### config.mk
export PLATFORM = sky130hd
export DESIGN_NAME = decode_stage
export DESIGN_NICKNAME = d
export VERILOG_FILES = /design/src/rtl/decode_stage.sv
export SDC_FILE = /design/constraint.sdc
export NUM_CORES = 2
export LEC_CHECK = 0
export CAP_MARGIN = 15
export CORE_MARGIN = 5
export CORE_UTILIZATION = 35
export CTS_CLUSTER_SIZE = 12
export DETAILED_ROUTE_END_ITERATION = 8
export GPL_ROUTABILITY_DRIVEN = 0
export HOLD_SLACK_MARGIN = 0.02
export MAX_ROUTING_LAYER = met4
export PLACE_DENSITY = 0.51
export SLEW_MARGIN = 20
export SYNTH_ARGS = -nofsm -noshare
export SYNTH_HDL_FRONTEND = slang
export SYNTH_SLANG_ARGS = --single-unit
### constraint.sdc
create_clock -name clock -period 46 [get_ports clock]
set_input_delay 9.2 -clock clock [delete_from_list [all_inputs] [get_ports clock]]
set_output_delay 9.2 -clock clock [all_outputs]
set_load 0.005 [all_outputs]
### src/rtl/decode_stage.sv
// MIPS decode stage: register file with optional writeback bypass, field
// extraction, immediate extension, load-use hazard stall and pipeline register.
module decode_stage #(
    parameter int DATA_W   = 32,
    parameter int NUM_REGS = 32,
    parameter bit BYPASS   = 1'b1
) (
    input  logic              clock,
    input  logic              reset,
    input  logic              instr_valid_in,
    input  logic [31:0]       instruction_in,
    input  logic              stall_in,
    input  logic              flush_in,
    input  logic              wb_en_in,
    input  logic [4:0]        wb_addr_in,
    input  logic [DATA_W-1:0] wb_data_in,
    input  logic              ex_load_in,
    input  logic [4:0]        ex_dest_in,
    output logic              valid_out,
    output logic [DATA_W-1:0] data1_out,
    output logic [DATA_W-1:0] data2_out,
    output logic [DATA_W-1:0] imm_out,
    output logic [5:0]        opcode_out,
    output logic [5:0]        funcode_out,
    output logic [4:0]        rs_out,
    output logic [4:0]        rt_out,
    output logic [4:0]        rd_out,
    output logic [4:0]        shamt_out,
    output logic              stall_out
);

    localparam int IDX_W = $clog2(NUM_REGS);

    localparam logic [5:0] OP_RTYPE = 6'h00;
    localparam logic [5:0] OP_BEQ   = 6'h04;
    localparam logic [5:0] OP_BNE   = 6'h05;
    localparam logic [5:0] OP_ANDI  = 6'h0C;
    localparam logic [5:0] OP_ORI   = 6'h0D;
    localparam logic [5:0] OP_XORI  = 6'h0E;
    localparam logic [5:0] OP_SW    = 6'h2B;

    logic [DATA_W-1:0] regs [NUM_REGS];

    logic [5:0]        opcode;
    logic [4:0]        rs, rt;
    logic [IDX_W-1:0]  rs_idx, rt_idx, wb_idx;
    logic [DATA_W-1:0] rd1, rd2, imm;
    logic              uses_rt, hazard;
    logic              wb_live, refresh1, refresh2;

    assign opcode = instruction_in[31:26];
    assign rs     = instruction_in[25:21];
    assign rt     = instruction_in[20:16];
    assign rs_idx = instruction_in[21 +: IDX_W];
    assign rt_idx = instruction_in[16 +: IDX_W];
    assign wb_idx = wb_addr_in[IDX_W-1:0];

    // Register 0 is never written, so its storage stays at its reset value of 0.
    // NOTE: this array is reset explicitly because reset must clear architectural state;
    // a plain RAM would normally be left unreset.
    always_ff @(posedge clock or posedge reset) begin
        if (reset) begin
            for (int i = 0; i < NUM_REGS; i++) regs[i] <= '0;
        end else if (wb_en_in && wb_idx != '0) begin
            regs[wb_idx] <= wb_data_in;
        end
    end

    // NOTE: every always_comb output gets a default first so no latch is inferred.
    always_comb begin
        rd1 = regs[rs_idx];
        rd2 = regs[rt_idx];
        if (BYPASS && wb_en_in && wb_idx != '0) begin
            if (wb_idx == rs_idx) rd1 = wb_data_in;
            if (wb_idx == rt_idx) rd2 = wb_data_in;
        end
    end

    always_comb begin
        imm = DATA_W'($signed(instruction_in[15:0]));
        if (opcode == OP_ANDI || opcode == OP_ORI || opcode == OP_XORI)
            imm = DATA_W'(instruction_in[15:0]);
    end

    assign uses_rt = (opcode == OP_RTYPE) || (opcode == OP_BEQ) ||
                     (opcode == OP_BNE)   || (opcode == OP_SW);
    assign hazard  = instr_valid_in && ex_load_in && ex_dest_in != 5'd0 &&
                     (ex_dest_in == rs || (uses_rt && ex_dest_in == rt));

    // Gated so every output reads 0 while reset is held.
    assign stall_out = !reset && (hazard || stall_in);

    // Held operands track writebacks to their register so they never go stale.
    assign wb_live  = BYPASS && wb_en_in && wb_addr_in != 5'd0;
    assign refresh1 = wb_live && wb_addr_in == rs_out;
    assign refresh2 = wb_live && wb_addr_in == rt_out;

    // NOTE: sequential state uses non-blocking assignments so all registers
    // update together from pre-edge values.
    always_ff @(posedge clock or posedge reset) begin
        if (reset) begin
            valid_out   <= 1'b0;
            data1_out   <= '0;
            data2_out   <= '0;
            imm_out     <= '0;
            opcode_out  <= '0;
            funcode_out <= '0;
            rs_out      <= '0;
            rt_out      <= '0;
            rd_out      <= '0;
            shamt_out   <= '0;
        end else if (flush_in) begin
            valid_out <= 1'b0;
        end else if (stall_in) begin
            if (refresh1) data1_out <= wb_data_in;
            if (refresh2) data2_out <= wb_data_in;
        end else if (hazard) begin
            valid_out <= 1'b0;
        end else begin
            valid_out   <= instr_valid_in;
            data1_out   <= rd1;
            data2_out   <= rd2;
            imm_out     <= imm;
            opcode_out  <= opcode;
            funcode_out <= instruction_in[5:0];
            rs_out      <= rs;
            rt_out      <= rt;
            rd_out      <= instruction_in[15:11];
            shamt_out   <= instruction_in[10:6];
        end
    end

endmodule

==> results.tsv <==
metric	value	unit
Pleak	0.0283	uW
hold slack	0.392	ns
Worst-Margin Slew	1.17	ns
Reg-to-Reg Start	rs_out[1]$_DFFE_PP0P_	
status	finished clean	
# setup viols final	0	
Max clock buf depth	3	
worst hold path class	reg2reg	
Synth Register Bits	1122	
Worst Path Max Fanout	35	
Sum Neg Setup Slack	0	ns
area leader, netlist	dfrtp_1	
Final Non-Filler Cells	5899	
CTS root buffer	clkbuf_16	
vias per cell	5.70	
hpwl dp	96500	um
Post-Route WL	182000	um
DR WL met2	90500	um
worst setup path startpoint	instruction_in[19]	
library cells used by synthesis	38	
Synth Area per Inst	16.3	um2
Hold-fix buffers, CTS	0	
wire per inst	30.8	um
unrepaired setup endpoints after global routing	no	
Post-Syn Instances	3598	
Setup crit end kind	output pin	
DRT met1 WL	79300	um
aggregate global routing overflow	0	
Global Route Usage Sum	21.4	%
layout cells sized above 1	55.8	%
Port Buf Inserts	210	
RR Endpoint	data1_out[22]$_DFFE_PP0P_	
Yosys top cell area share	47.8	%
Post-synth ARST share	100	%
post-CTS sizing	0	
Final min period	21.72	ns
dpl cells	5662	
Post-synth EDFFs	0	
R2R Setup Slk	43.28	ns
Final nets	3678	
Util after Layout	40.1	%
H-tree levels	4	
die area	176000	um2
Max Clock Freq	46.0	MHz
met3 WL	6460	um
Final period util	47.2	%
share of total power in the clock network	36.2	%
Mapped Area	58700	um2
number of global-route vias before repair	35900	
latest clock arrival within the worst-skew pair	0.77	ns
Yosys warning total	0	
count leader, synth	dfrtp_1	
Core Box Area	167000	um2
Antenna Nets Post-Route	0	
initial antenna violation count	3	
clock sinks	1122	
worst r2r path cells	7	
FP Rows	150	
crit start category	input pin	
part of the power in registers	43.6	%
TritonRoute pass-1 iters	5	
largest net degree at the start of global routing	117	
prevailing post-synth register cell	dfrtp_1	
switching pwr	782	uW
Final Hold Viols	0	
Pint	2210	uW
Die Y	420	um
total CTS buffers	136	
combinational share of power	20.2	%
Crit Path Class	in2out	
most area-consuming cells after synthesis	dfrtp_1, mux4_2, mux2_2	
Initial Util	35.2	%
CP Data Required Time	36.80	ns
Chip Width	420	um
Iteration-0 DRC Markers	2417	
total power	2990	uW
Clk pin slew, worst setup/hold paths	0.05	ns
worst vdd ir	0.0000409	V
CTS tree	yes	
pwr dens	44.7	nW/um2
Area growth syn-to-layout	14.1	%
Critical Path AT	12.52	ns
Top Layer Used	met4	
Post-synth top cells	dfrtp_1, mux2_2, mux4_2	
setup bufs post-CTS	0	
post-synthesis sequential area ratio	47.8	%
vias	33600	
total of max-cap violations	0	
CP endpoint	stall_out	
I/O pin total	211	
switching part of the total	26.1	%
skew final	0.0305	ns
DRC	0	
diode count	0	
syn_nets	3679	
global-route wire length before repair	266000	um
Slew Limit Headroom	22.1	%
Max Transition Viols Final	0	
[layout make-up]
type                       count  area [um2]
inverter                       2        15.0
multi-input combinational   2036       28900
fill                       15300      100000
sequential                  1122       28100
timing repair buffer         299        2750
clock inverter                32         397
tap                         2204        2760
clock buffer                 204        4070
[metrics by stage]
step | instance area [um2] | setup WS (ns)
after floorplan | 58700 | 3.21
after CTS | 67000 | 24.13
after global placement | 62600 | 24.11
after global routing | 67000 | 24.10
final | 67000 | 24.28
after detailed placement | 62500 | 24.13
[critical path, stage by stage]
cell and delay, ns:
buf_4 0.68, xnor2_1 0.19, nand4_1 0.50, a2111oi_4 0.94, nor2_1 0.20, nor2_1 0.15, o21a_1 0.12, clkdlybuf4s50_1 0.50
[flip-flops by register name, indices dropped and copies added (netlist names)]
name	count
imm_out	17
data1_out	32
rs_out	5
data2_out	32
regs	1024
opcode_out	6
valid_out	1
rt_out	5
[placed cells by master (no fill, tap or decap), types with 3 or more instances in the layout]
cell and n:
inv_6 5, clkinv_2 14, buf_4 90, mux2_2 1066
o21ai_0 65, xnor2_1 14, mux4_2 640, dfrtp_1 1122
bufinv_16 7, nand2_1 68, nand3b_1 5, nand3_1 5
nor2_4 12, clkbuf_8 28, buf_2 15, mux2i_1 64
clkinv_8 3, mux2_1 22, buf_8 4, clkbuf_1 34
nor2_1 11, nand2_4 15, clkdlybuf4s50_1 185, clkbuf_16 142
xor2_1 16, nand4_1 4
[power groups by stage]
stage	clock network, uW	logic, uW	registers, uW
after global placement	0	605	1310
final	1080	604	1300
after floorplan	0	459	1280
after CTS	1120	615	1300
after detailed placement	0	614	1320
after global routing	1160	651	1330
[cells by family after synthesis]
group / count (synthesis) / share of synthesized area [%]
compound gates: 77 / 0.793
xor+xnor: 30 / 0.447
buf+inv: 440 / 3.40
flops: 1122 / 47.8
mux: 1792 / 46.5
simple gates: 137 / 1.05
[metal layers]
metal | up-vias | global-route usage, %
li1 | 13900 | -
met1 | 18700 | 28.4
met2 | 740 | 35.0
met3 | 247 | 2.69
met4 | 0 | 6.16
met5 | - | -
[worst min path at each step]
stage	start	end	slack [ns]	depth (start not counted)
finish	regs[1023]$_DFFE_PP0P_	regs[1023]$_DFFE_PP0P_	0.39	0
global route	regs[993]$_DFFE_PP0P_	regs[993]$_DFFE_PP0P_	0.41	0
CTS	regs[1003]$_DFFE_PP0P_	regs[1003]$_DFFE_PP0P_	0.40	0
detailed placement	regs[1003]$_DFFE_PP0P_	regs[1003]$_DFFE_PP0P_	0.38	0
global placement	regs[1000]$_DFFE_PP0P_	regs[1000]$_DFFE_PP0P_	0.38	0
floorplan	regs[1000]$_DFFE_PP0P_	regs[1000]$_DFFE_PP0P_	0.44	1
Note: power is estimated with default switching activity, not from simulation.
